[src/rtl/byte_serial_ram_bridge.sv]
// byte_serial_ram_bridge
//   Byte-serial front-end for a word-wide, byte-writable synchronous RAM.
//   A write command collects BYTES input bytes (lane 0 first) and commits
//   them as one full-word write; a read command fetches one word and
//   streams it out LSB-first on dout/dout_valid.
//   All RAM-side outputs come straight from registered state, so there is
//   no combinational path from the command pins to the macro.
//   Optional feature macro: BRIDGE_AUTO_INC_EN (cmd_inc selects last+1).
module byte_serial_ram_bridge #(
  parameter int ADDR_W = 3,
  parameter int BYTES  = 4
) (
  input  logic                clk,
  input  logic                rst_n,
  input  logic                cmd_valid,
  input  logic                cmd_write,
  input  logic [ADDR_W-1:0]   cmd_addr,
  input  logic                cmd_inc,
  input  logic                cmd_abort,
  input  logic [7:0]          din,
  input  logic                din_valid,
  output logic [7:0]          dout,
  output logic                dout_valid,
  output logic                busy,
  output logic                ram_en,
  output logic [BYTES-1:0]    ram_we,
  output logic [ADDR_W-1:0]   ram_addr,
  output logic [8*BYTES-1:0]  ram_wdata,
  input  logic [8*BYTES-1:0]  ram_rdata
);

  localparam int W     = 8 * BYTES;
  localparam int CNT_W = (BYTES > 1) ? $clog2(BYTES) : 1;
  localparam logic [CNT_W-1:0] LAST_LANE = CNT_W'(BYTES - 1);

  typedef enum logic [2:0] {
    S_IDLE,
    S_WCOLLECT,
    S_WCOMMIT,
    S_RREQ,
    S_RWAIT,
    S_RSHIFT
  } state_t;

  state_t             state_q, state_d;
  // The latched operation address doubles as the last-address register:
  // both are loaded with the resolved address on every accepted command.
  logic [ADDR_W-1:0]  addr_q, addr_d;
  logic [CNT_W-1:0]   cnt_q, cnt_d;
  logic [W-1:0]       wdata_q, wdata_d;
  logic [W-1:0]       shreg_q, shreg_d;
  logic               dout_valid_q, dout_valid_d;
  logic [ADDR_W-1:0]  cmd_addr_res;

  // Resolve the address a new command would use.
`ifdef BRIDGE_AUTO_INC_EN
  assign cmd_addr_res = cmd_inc ? (addr_q + ADDR_W'(1)) : cmd_addr;
`else
  logic unused_cmd_inc;
  assign unused_cmd_inc = cmd_inc;
  assign cmd_addr_res   = cmd_addr;
`endif

  // State and datapath registers.
  // NOTE: the assembled word and shift register are reset as well, because
  // ram_wdata and dout must read zero out of reset.
  always_ff @(posedge clk or negedge rst_n) begin
    if (!rst_n) begin
      state_q      <= S_IDLE;
      addr_q       <= '0;
      cnt_q        <= '0;
      wdata_q      <= '0;
      shreg_q      <= '0;
      dout_valid_q <= 1'b0;
    end else begin
      // NOTE: non-blocking assignments so every flop samples pre-edge values.
      state_q      <= state_d;
      addr_q       <= addr_d;
      cnt_q        <= cnt_d;
      wdata_q      <= wdata_d;
      shreg_q      <= shreg_d;
      dout_valid_q <= dout_valid_d;
    end
  end

  // Next-state and datapath update; abort overrides every state.
  always_comb begin
    // NOTE: every variable gets a default first so no path infers a latch.
    state_d      = state_q;
    addr_d       = addr_q;
    cnt_d        = cnt_q;
    wdata_d      = wdata_q;
    shreg_d      = shreg_q;

    if (cmd_abort) begin
      state_d = S_IDLE;
      cnt_d   = '0;
    end else begin
      unique case (state_q)
        S_IDLE: begin
          if (cmd_valid) begin
            addr_d  = cmd_addr_res;
            cnt_d   = '0;
            state_d = cmd_write ? S_WCOLLECT : S_RREQ;
          end
        end
        S_WCOLLECT: begin
          if (din_valid) begin
            wdata_d[8*int'(cnt_q) +: 8] = din;
            if (cnt_q == LAST_LANE) begin
              cnt_d   = '0;
              state_d = S_WCOMMIT;
            end else begin
              cnt_d = cnt_q + CNT_W'(1);
            end
          end
        end
        S_WCOMMIT: state_d = S_IDLE;
        S_RREQ:    state_d = S_RWAIT;
        S_RWAIT: begin
          shreg_d = ram_rdata;
          cnt_d   = '0;
          state_d = S_RSHIFT;
        end
        S_RSHIFT: begin
          if (cnt_q == LAST_LANE) begin
            cnt_d   = '0;
            state_d = S_IDLE;
          end else begin
            shreg_d = shreg_q >> 8;
            cnt_d   = cnt_q + CNT_W'(1);
          end
        end
        default: begin
          state_d = S_IDLE;
          cnt_d   = '0;
        end
      endcase
    end

    // dout_valid is registered: it is high in exactly the cycles spent in RSHIFT.
    dout_valid_d = (state_d == S_RSHIFT);
  end

  // Outputs decoded from registers only.
  assign dout       = shreg_q[7:0];
  assign dout_valid = dout_valid_q;
  assign busy       = (state_q != S_IDLE);
  assign ram_en     = (state_q == S_WCOMMIT) || (state_q == S_RREQ);
  assign ram_we     = {BYTES{state_q == S_WCOMMIT}};
  assign ram_addr   = addr_q;
  assign ram_wdata  = wdata_q;

endmodule

[config.mk]
export PLATFORM = sky130hd
export DESIGN_NAME = byte_serial_ram_bridge
export DESIGN_NICKNAME = d
export VERILOG_FILES = /design/src/rtl/byte_serial_ram_bridge.sv
export SDC_FILE = /design/constraint.sdc
export NUM_CORES = 1
export LEC_CHECK = 0
export CELL_PAD_IN_SITES_DETAIL_PLACEMENT = 1
export CELL_PAD_IN_SITES_GLOBAL_PLACEMENT = 1
export CORE_MARGIN = 2
export CORE_UTILIZATION = 34
export DETAILED_ROUTE_END_ITERATION = 8
export PLACE_DENSITY_LB_ADDON = 0.1
export RECOVER_POWER = 100
export SETUP_SLACK_MARGIN = 0.4
export SYNTH_ARGS = -nofsm -noshare
export SYNTH_HDL_FRONTEND = slang
export SYNTH_SLANG_ARGS = --single-unit
[constraint.sdc]
create_clock -name clk -period 4.37 [get_ports clk]
set_input_delay 1.0925 -clock clk [delete_from_list [all_inputs] [get_ports clk]]
set_output_delay 1.0925 -clock clk [all_outputs]
set_load 0.01 [all_outputs]
Word level (Yosys, flattened, before mapping)
Cells that the tools add are included.
Storage, ports and cells
  logic and storage cells: 46
  output and inout port bits: 50
  bits in registers: 73
  bits in read-only memories: 0
  bits of input ports: 50
  bits in writable memories: 0
  memories kept: 0
  bits in latches: 0
Cells by class
  multiply operators: 0
  reductions and logical operators: 9
  mux-type cells: 15
  shift-type cells: 2
  add/subtract/negate cells: 2
  eq/ne operators: 11
  divide/modulo/power cells: 0
  bitwise gates (word level): 1
  $lt $le $gt $ge: 0
Operators with widths (number)
  32-bit case mux with 2 select lines: 1
  5-bit negation with 33-bit output: 1
  8-bit by 33-bit variable shift with 32-bit output (first input constant): 1
  8-bit by 33-bit variable part select with 32-bit output: 1
  32-bit bitwise mux: 1
  32-bit two-way mux: 1
  3-bit two-way mux: 5
  3-bit case mux with 5 select lines: 1
  3-bit AND reduction: 4
  2-bit two-way mux: 5
  3-bit equality test (second input constant): 3
  2-bit case mux with 4 select lines: 1
  3-bit by 2-bit equality test with 1-bit output (second input constant): 2
  3-bit != test (second input constant): 2
  3-bit by 1-bit equality test with 1-bit output (second input constant): 1
  3-bit zero test: 1
  3-bit nonzero test: 1
  2-bit by 1-bit adder with 2-bit output (second input constant): 1
  2-bit equality test (second input constant): 1
  2-bit by 1-bit != test with 1-bit output (second input constant): 1
  2-bit != test (second input constant): 1
  2-bit nonzero test: 1
  2-bit OR reduction: 1
  1-bit logical OR: 1
  1-bit inverter: 1

Logic depth before layout (Yosys ltp)
Gate-level depths: netlist (run 1).
  depth in word-level cells: 6
  depth in mapped cells: 7
  mapped depth without buffers: 5

Worst setup path after synthesis (run 1)
Ideal clock, no wire load.
  path kind: reg2out
  start point: reg state_q[1]
  end point: out ram_we[1]
  setup slack: 1802 ps
  stages on the path, launching flop included: 5
  arrival: 1476 ps
  required time: 3278 ps
  path buffers: 2
  cell sequence: dfrtp_1 > clkbuf_1 > nor2b_1 > nor2b_1 > buf_4
On the way
  longest elaborated chain between the ends: 1
Ends and longest elaborated chain
  start: declaration: RTL line 45  | state_t state_q, state_d;
  start signal: assignment: RTL line 77  | state_q <= state_d;
  3-bit by 2-bit equality test with 1-bit output: RTL line 150  | assign ram_we = {BYTES{state_q == S_WCOMMIT}};
  end: declaration: RTL line 26  | output logic [BYTES-1:0] ram_we,
No other way between the ends.

Worst setup path after layout (run 1)
  start point: in cmd_abort
  end point: reg shreg_q[14]
On the way
  longest elaborated chain between the ends: 2
Ends and longest elaborated chain
  start: declaration: RTL line 19  | input logic cmd_abort,
  1-bit inverter (no line)
  3-bit AND reduction (no line)
  end signal: assignment: RTL line 81  | shreg_q <= shreg_d;
  end: declaration: RTL line 51  | logic [W-1:0] shreg_q, shreg_d;
No other way between the ends.
A chain may end at the register's enable or synchronous reset.

==> metrics.txt, run 1 <==
# TYPE chip_impl_metric gauge
chip_impl_metric{name="dp_slack",unit="ps"} 1240
chip_impl_metric{name="drt_pass1_iterations",unit=""} 4
chip_impl_metric{name="yosysUniqueCellTypes",unit=""} 37
chip_impl_metric{name="htree_num_levels",unit=""} 3
chip_impl_metric{name="routed_wire_length_per_instance",unit="µm"} 15.9
chip_impl_metric{name="detailedRoute.firstIterationViolations",unit=""} 78
chip_impl_metric{name="critPathMaxFanout",unit=""} 33
chip_impl_info{name="holdCritPathClass",value="reg -> reg"} 1
chip_impl_metric{name="clock_latency",unit="ps"} 340
chip_impl_metric{name="tightestPinTransition",unit="ps"} 1890
chip_impl_metric{name="final_design_area_no_fill",unit="mm²"} 0.00469
chip_impl_metric{name="place.detailed.hpwl",unit="µm"} 5930
chip_impl_metric{name="detail_route.wirelength",unit="µm"} 8600
chip_impl_metric{name="nFillCells",unit=""} 1153
chip_impl_metric{name="drcViolationCount",unit=""} 0
chip_impl_metric{name="worst-endpoint-arrival",unit="ps"} 3860
chip_impl_metric{name="clock_buffers_created_by_tritoncts",unit=""} 9
chip_impl_metric{name="postSynthNetCount",unit=""} 372
chip_impl_metric{name="setup_ws",unit="ps"} 786
chip_impl_metric{name="timing.reg2reg.worst_path_depth",unit=""} 4
chip_impl_metric{name="total_die_area",unit="mm²"} 0.0112
chip_impl_metric{name="instances_no_fill",unit=""} 541
chip_impl_metric{name="finalCriticalPeriod",unit="ps"} 3580
chip_impl_metric{name="cts_setup_buffers",unit=""} 0
chip_impl_metric{name="internal_power",unit="mW"} 1.40
chip_impl_metric{name="reg2reg_setup_slack",unit="ps"} 1580
chip_impl_metric{name="syn_inst",unit=""} 316
chip_impl_info{name="critical_path.startpoint",value="cmd_abort"} 1
chip_impl_metric{name="seq_area_frac_synth",unit="%"} 51.8
chip_impl_metric{name="core_area",unit="mm²"} 0.0102
chip_impl_metric{name="timing.final.crit_share",unit="%"} 82.0
chip_impl_metric{name="logic_pwr_share",unit="%"} 25.0
chip_impl_metric{name="cap_viol_max_count",unit=""} 2
chip_impl_metric{name="initial_utilization",unit="%"} 34.6
chip_impl_metric{name="finalSetupViolations",unit=""} 0
chip_impl_metric{name="grt_pass1_wl",unit="µm"} 14200
chip_impl_metric{name="fraction_of_post_synthesis_cell_area_in_the_top_cell_type_by_area",unit="%"} 51.8
chip_impl_info{name="timing.setup.critical_path_class",value="in -> reg"} 1
chip_impl_metric{name="fraction_of_final_layout_cells_sized_beyond_drive_strength_1",unit="%"} 6.42
chip_impl_info{name="critical_path.startpoint_type",value="input pin"} 1
chip_impl_metric{name="clock.fmax",unit="MHz"} 279
chip_impl_metric{name="pin_count_of_the_biggest_net_entering_global_routing",unit=""} 74
chip_impl_metric{name="switchingPower",unit="mW"} 0.548
chip_impl_metric{name="clock_path_buffers",unit=""} 2
chip_impl_metric{name="post_drt_via_cell_ratio",unit=""} 4.74
chip_impl_metric{name="pwr-share-seq",unit="%"} 48.5
chip_impl_info{name="outcome",value="complete, but fails checks"} 1
chip_impl_metric{name="io_pins",unit=""} 100
chip_impl_metric{name="fin_nets",unit=""} 457
chip_impl_metric{name="mappedNetlistArea",unit="mm²"} 0.00353
chip_impl_metric{name="worst_clock_skew",unit="ps"} 7.27
chip_impl_metric{name="gp_routability_congestion",unit=""} 0.690
chip_impl_info{name="synthTopCellsByArea",value="sky130_fd_sc_hd__dfrtp_1, sky130_fd_sc_hd__mux2i_1, sky130_fd_sc_hd__o221a_1"} 1
chip_impl_info{name="crit-reg2reg-launch",value="cnt_q[0]$_DFFE_PN0P_"} 1
chip_impl_metric{name="clk_pin_slew",unit="ps"} 80
chip_impl_info{name="critPathCapture",value="shreg_q[14]$_DFFE_PN0P_"} 1
chip_impl_metric{name="max-vdd-ir-drop",unit="V"} 0.000159
chip_impl_metric{name="core_util_final",unit="%"} 46.0
chip_impl_metric{name="initial_antenna_violation_count",unit=""} 0
chip_impl_metric{name="grt_overflow",unit=""} 0
chip_impl_info{name="clock_tree.root_cell",value="sky130_fd_sc_hd__clkbuf_8"} 1
chip_impl_metric{name="power_switching_share",unit="%"} 28.1
chip_impl_metric{name="track_usage",unit="%"} 16.2
chip_impl_metric{name="place_inst",unit=""} 526
chip_impl_metric{name="vias",unit=""} 2562
chip_impl_metric{name="grt_pass1_vias",unit=""} 2845
chip_impl_metric{name="chipWidth",unit="µm"} 106
chip_impl_info{name="yosys.area.top_type",value="sky130_fd_sc_hd__dfrtp_1"} 1
chip_impl_metric{name="area_delta_synth_final",unit="%"} 32.9
chip_impl_info{name="cts_tree",value="yes"} 1
chip_impl_metric{name="p_leak",unit="nW"} 2.18
chip_impl_metric{name="post_cts_resized",unit=""} 0
chip_impl_metric{name="ant_nets",unit=""} 0
chip_impl_metric{name="synth_seq_cells",unit=""} 73
chip_impl_metric{name="placed_cell_area",unit="mm²"} 0.00454
chip_impl_metric{name="timing.slew.headroom",unit="%"} -25.9
chip_impl_metric{name="avgSynthCellArea",unit="µm²"} 11.2
chip_impl_info{name="setup_repair_after_global_routing_missed_its_margin",value="no"} 1
chip_impl_metric{name="ctsHoldBuffers",unit=""} 0
chip_impl_metric{name="cp.required",unit="ps"} 4640
chip_impl_metric{name="clock_power_share",unit="%"} 26.5
chip_impl_metric{name="number_of_clock_sinks",unit=""} 73
chip_impl_info{name="violated_checks",value="capacitance limit, slew limit"} 1
chip_impl_metric{name="report.final.slew_viol_count",unit=""} 108
chip_impl_metric{name="insertedDiodeCount",unit=""} 0
chip_impl_info{name="worstReg2RegEnd",value="shreg_q[14]$_DFFE_PN0P_"} 1
chip_impl_metric{name="report.final.hold_viol_count",unit=""} 0
chip_impl_metric{name="ys_warn_count",unit=""} 0
chip_impl_metric{name="dieHeight",unit="µm"} 106
chip_impl_metric{name="port-buffer-count",unit=""} 98
chip_impl_metric{name="placementRows",unit=""} 37
chip_impl_info{name="crit_path_end_kind",value="register"} 1
chip_impl_metric{name="setup-tns-final",unit="ps"} 0
chip_impl_metric{name="powerDensity",unit="mW/mm²"} 416
[logic make-up after synthesis]
family,share of synthesized area [%]
fa+ha+maj,2.13
buf+inv,9.36
flops,51.8
simple gates,14.5
mux,12.6
compound gates,9.68
[per-layer routing]
| layer | vias to the layer above | part of all wire [%] | GRT usage, % |
|---|---|---|---|
| li1 | 1218 | - | - |
| met1 | 1273 | 46 | 21.2 |
| met2 | 64 | 47 | 25.6 |
| met3 | 7 | 5.5 | 4.51 |
| met4 | 0 | 1.2 | 5.64 |
| met5 | - | 0 | 0 |
[cell usage after synthesis, drive strengths merged]
cell and n:
a211oi 1, a21oi 1, a22oi 1, a32oi 1, and3b 1, buf 19, clkbuf 7, dfrtp 73
ha 6, inv 42, mux2 3, mux2i 41, nand2 42, nand2b 22, nand3b 2, nand4 4
nand4bb 1, nor2 5, nor2b 3, nor3 1, nor3b 3, nor4 1, nor4b 1, o211ai 1
o21bai 1, o221a 24, o22ai 1, o31ai 1, o32ai 1, or2 1, or2b 3, or3 1
or3b 1
[registers in the layout, summed over array words and instances, names as in the netlist]
register,flops
state_q,3
shreg_q,32
ram_addr,3
ram_wdata,32
cnt_q,2
dout_valid,1
[placed cells by master, fill, tap and decap left out, types with 2 or more instances in the layout]
cell                              Yosys  layout
sky130_fd_sc_hd__nand3b_1             2       2
sky130_fd_sc_hd__or2b_1               3       3
sky130_fd_sc_hd__clkbuf_8             0       9
sky130_fd_sc_hd__mux2i_1             41      41
sky130_fd_sc_hd__o221a_1             20      20
sky130_fd_sc_hd__ha_1                 6       6
sky130_fd_sc_hd__nand2_1             42      42
sky130_fd_sc_hd__o221a_2              4       4
sky130_fd_sc_hd__nand2b_1            22      22
sky130_fd_sc_hd__mux2_2               3       3
sky130_fd_sc_hd__dfrtp_1             73      73
sky130_fd_sc_hd__clkinvlp_4           0       2
sky130_fd_sc_hd__nor3b_1              3       3
sky130_fd_sc_hd__nor2_1               5       5
sky130_fd_sc_hd__nand4_1              0       4
sky130_fd_sc_hd__inv_1               42      42
sky130_fd_sc_hd__nor2b_1              3       3
sky130_fd_sc_hd__dlygate4sd3_1        0      52
sky130_fd_sc_hd__clkdlybuf4s50_1      0      45
sky130_fd_sc_hd__clkinv_2             0       3
[layout make-up]
type | count | area (µm²) | area share [%]
inverters | 42 | 158 | 3.36
flip-flops and latches | 73 | 1830 | 39.0
clock inverters | 6 | 60.1 | 1.28
clock buffers | 9 | 124 | 2.64
multi-input cells | 175 | 1360 | 29.1
repair buffers | 100 | 987 | 21.1
well taps | 136 | 170 | 3.63
[critical path, stage by stage]
cell and delay, ps:
sky130_fd_sc_hd__dlygate4sd3_1 680, sky130_fd_sc_hd__nand2b_1 250, sky130_fd_sc_hd__a211oi_4 220, sky130_fd_sc_hd__clkbuf_1 1230
sky130_fd_sc_hd__o221a_2 380
[power groups by stage]
stage	Sequential [mW]	Clock, mW	Combinational [mW]
after floorplan	0.964	0	0.265
after global placement	0.956	0	0.518
after detailed placement	0.966	0	0.533
after CTS	0.953	0.537	0.536
after global routing	0.971	0.561	0.534
final	0.945	0.516	0.488
[stage by stage]
step	hold WS (ps)	power, mW
3_3_place_gp	487	1.47
4_1_cts	512	2.03
5_1_grt	537	2.07
6_report	500	1.95
2_1_floorplan	494	1.23
3_5_place_dp	495	1.50
[worst min path at each step]
| stage | startpoint | to | slack, ps | cells after the start |
|---|---|---|---|---|
| global placement | ram_addr[2]$_DFFE_PN0P_ | ram_addr[2]$_DFFE_PN0P_ | 490 | 1 |
| CTS | ram_addr[1]$_DFFE_PN0P_ | ram_addr[1]$_DFFE_PN0P_ | 510 | 1 |
| global route | ram_addr[1]$_DFFE_PN0P_ | ram_addr[1]$_DFFE_PN0P_ | 540 | 1 |
| finish | ram_addr[1]$_DFFE_PN0P_ | ram_addr[1]$_DFFE_PN0P_ | 500 | 1 |
| floorplan | shreg_q[24]$_DFFE_PN0P_ | shreg_q[24]$_DFFE_PN0P_ | 490 | 2 |
| detailed placement | ram_addr[1]$_DFFE_PN0P_ | ram_addr[1]$_DFFE_PN0P_ | 490 | 1 |
Power figures use the tool's default switching activity.
==> run 2: changes to the inputs <==
==> constraint.sdc (replaced) <==
create_clock -name clk -period 3.6 [get_ports clk]
set_input_delay 0.9 -clock clk [delete_from_list [all_inputs] [get_ports clk]]
set_output_delay 0.9 -clock clk [all_outputs]
set_load 0.01 [all_outputs]
==> run 2 against run 1 <==
Effect of this change: setup slack worse by 220 ps; clock power up 42%; global-route usage about the same; clock-buffer cell count up 1; clock skew up 1.8 ps; first-iteration DRC count down 17%; the flow still finishes with violations (capacitance limit, slew limit); design area up 1.2%; die area unchanged.
==> metrics.txt, run 2 (synthesized netlist as in run 1, its figures left out) <==
# TYPE chip_impl_metric gauge
chip_impl_metric{name="worst-endpoint-arrival",unit="ps"} 2130
chip_impl_metric{name="detail_route.wirelength",unit="µm"} 8460
chip_impl_info{name="crit_path_end_kind",value="primary output"} 1
chip_impl_metric{name="initial_utilization",unit="%"} 34.6
chip_impl_info{name="layout.cells.most_common_list",value="sky130_fd_sc_hd__dfrtp_1, sky130_fd_sc_hd__dlygate4sd3_1, sky130_fd_sc_hd__clkdlybuf4s50_1, sky130_fd_sc_hd__nand2_1, sky130_fd_sc_hd__inv_1"} 1
chip_impl_metric{name="initial_antenna_violation_count",unit=""} 0
chip_impl_metric{name="routed_wire_length_per_instance",unit="µm"} 15.6
chip_impl_metric{name="cts_setup_buffers",unit=""} 0
chip_impl_metric{name="post_cts_resized",unit=""} 0
chip_impl_metric{name="fin_nets",unit=""} 458
chip_impl_info{name="crit-reg2reg-launch",value="cnt_q[0]$_DFFE_PN0P_"} 1
chip_impl_metric{name="grt_pass1_wl",unit="µm"} 14300
chip_impl_metric{name="vias",unit=""} 2563
chip_impl_metric{name="area_delta_synth_final",unit="%"} 34.5
chip_impl_metric{name="tightestPinTransition",unit="ps"} 1880
chip_impl_metric{name="clk_pin_slew",unit="ps"} 80
chip_impl_metric{name="grt_overflow",unit=""} 0
chip_impl_info{name="grt_busiest_layer",value="met2"} 1
chip_impl_metric{name="track_usage",unit="%"} 16.2
chip_impl_metric{name="finalPower",unit="mW"} 2.47
chip_impl_metric{name="max-vdd-ir-drop",unit="V"} 0.000214
chip_impl_metric{name="place.detailed.hpwl",unit="µm"} 5810
chip_impl_metric{name="pin_count_of_the_biggest_net_entering_global_routing",unit=""} 74
chip_impl_metric{name="timing.reg2reg.worst_path_depth",unit=""} 4
chip_impl_metric{name="finalCriticalPeriod",unit="ps"} 3030
chip_impl_metric{name="cap_viol_max_count",unit=""} 1
chip_impl_info{name="critPathCapture",value="ram_we[1]"} 1
chip_impl_metric{name="p_leak",unit="nW"} 2.21
chip_impl_metric{name="drcViolationCount",unit=""} 0
chip_impl_metric{name="place_inst",unit=""} 527
chip_impl_metric{name="timing.slew.headroom",unit="%"} -25.7
chip_impl_metric{name="fraction_of_final_layout_cells_sized_beyond_drive_strength_1",unit="%"} 7.37
chip_impl_metric{name="report.final.hold_viol_count",unit=""} 0
chip_impl_metric{name="setup_ws",unit="ps"} 567
chip_impl_info{name="timing.setup.critical_path_class",value="reg -> out"} 1
chip_impl_info{name="setup_repair_after_global_routing_missed_its_margin",value="no"} 1
chip_impl_metric{name="critPathMaxFanout",unit=""} 13
chip_impl_metric{name="grt.met3_usage",unit="%"} 5.26
chip_impl_metric{name="io_pins",unit=""} 100
chip_impl_metric{name="clock_latency",unit="ps"} 340
chip_impl_metric{name="timing.final.crit_share",unit="%"} 84.3
chip_impl_metric{name="dieHeight",unit="µm"} 106
chip_impl_metric{name="ctsHoldBuffers",unit=""} 0
chip_impl_metric{name="total_die_area",unit="mm²"} 0.0112
chip_impl_metric{name="setup-tns-final",unit="ps"} 0
chip_impl_metric{name="ant_nets",unit=""} 0
chip_impl_info{name="violated_checks",value="capacitance limit, slew limit"} 1
chip_impl_metric{name="port-buffer-count",unit=""} 98
chip_impl_metric{name="insertedDiodeCount",unit=""} 0
chip_impl_info{name="layout_commonest_cell",value="sky130_fd_sc_hd__dfrtp_1"} 1
chip_impl_metric{name="post_drt_via_cell_ratio",unit=""} 4.72
chip_impl_metric{name="number_of_clock_sinks",unit=""} 73
chip_impl_metric{name="grt_use_met2",unit="%"} 25.9
chip_impl_metric{name="powerDensity",unit="mW/mm²"} 521
chip_impl_metric{name="report.final.slew_viol_count",unit=""} 74
chip_impl_metric{name="instances_no_fill",unit=""} 543
chip_impl_metric{name="placementRows",unit=""} 37
chip_impl_info{name="worstHoldStart",value="ram_addr[1]$_DFFE_PN0P_"} 1
chip_impl_metric{name="detailedRoute.firstIterationViolations",unit=""} 65
chip_impl_metric{name="worst_clock_skew",unit="ps"} 9.11
chip_impl_info{name="critical_path.startpoint_type",value="register"} 1
chip_impl_info{name="critical_path.startpoint",value="state_q[1]$_DFF_PN0_"} 1
chip_impl_metric{name="clock_buffers_created_by_tritoncts",unit=""} 9
chip_impl_metric{name="chipWidth",unit="µm"} 106
chip_impl_metric{name="dp_slack",unit="ps"} 652
chip_impl_metric{name="grt_pass1_vias",unit=""} 2751
chip_impl_info{name="holdCritPathClass",value="reg -> reg"} 1
chip_impl_metric{name="clock_path_buffers",unit=""} 2
chip_impl_info{name="outcome",value="complete, but fails checks"} 1
chip_impl_metric{name="finalSetupViolations",unit=""} 0
chip_impl_metric{name="drt_pass1_iterations",unit=""} 4
chip_impl_info{name="clock_tree.root_cell",value="sky130_fd_sc_hd__clkbuf_8"} 1
chip_impl_metric{name="grtUsageMet1",unit="%"} 21.2
chip_impl_info{name="cts_tree",value="yes"} 1
chip_impl_metric{name="core_util_final",unit="%"} 46.6
chip_impl_info{name="worstReg2RegEnd",value="shreg_q[14]$_DFFE_PN0P_"} 1
chip_impl_metric{name="gp_routability_congestion",unit=""} 0.700
chip_impl_metric{name="core_area",unit="mm²"} 0.0102
chip_impl_metric{name="htree_num_levels",unit=""} 3
chip_impl_metric{name="cp.required",unit="ps"} 2700
chip_impl_metric{name="reg2reg_setup_slack",unit="ps"} 1280
chip_impl_metric{name="clock.fmax",unit="MHz"} 330
-- run 2: per-stage QoR --
stage          hold slack, ps  cell area, µm²
6_report                  504            4750
5_1_grt                   535            4750
4_1_cts                   512            4770
3_5_place_dp              495            4540
3_3_place_gp              488            4540
2_1_floorplan             494            3530
-- run 2: routing by layer --
metal | vias to the layer above | share of wire [%]
met5 | - | 0
met4 | 0 | 0.92
met3 | 8 | 6.5
met2 | 65 | 46
met1 | 1261 | 46
li1 | 1229 | -
-- run 2: final cells by class --
cell class	instances	area, µm²
inverter	42	158
clock inverter	6	88.8
clock buffer	10	138
multi-input combinational	175	1370
sequential	73	1830
timing repair buffer	101	996
tap	136	170
fill	1129	5440
-- run 2: worst min-delay path by stage --
stage | endpoint | depth (start not counted)
3_5_place_dp | ram_addr[1]$_DFFE_PN0P_ | 1
3_3_place_gp | ram_addr[2]$_DFFE_PN0P_ | 1
2_1_floorplan | shreg_q[24]$_DFFE_PN0P_ | 2
5_1_grt | ram_addr[1]$_DFFE_PN0P_ | 1
4_1_cts | ram_addr[1]$_DFFE_PN0P_ | 1
6_report | ram_addr[1]$_DFFE_PN0P_ | 1
-- run 2: critical path, stage by stage, from the launching register on --
cell	delay [ps]
sky130_fd_sc_hd__dfrtp_1	650
sky130_fd_sc_hd__nor2b_1	270
sky130_fd_sc_hd__nor2b_1	230
sky130_fd_sc_hd__dlygate4sd3_1	640
-- run 2: report_power, final --
group / total (mW) / switching, mW / internal [mW]
registers: 1.15 / 0.120 / 1.03
clock network: 0.735 / 0.324 / 0.411
logic: 0.591 / 0.230 / 0.361
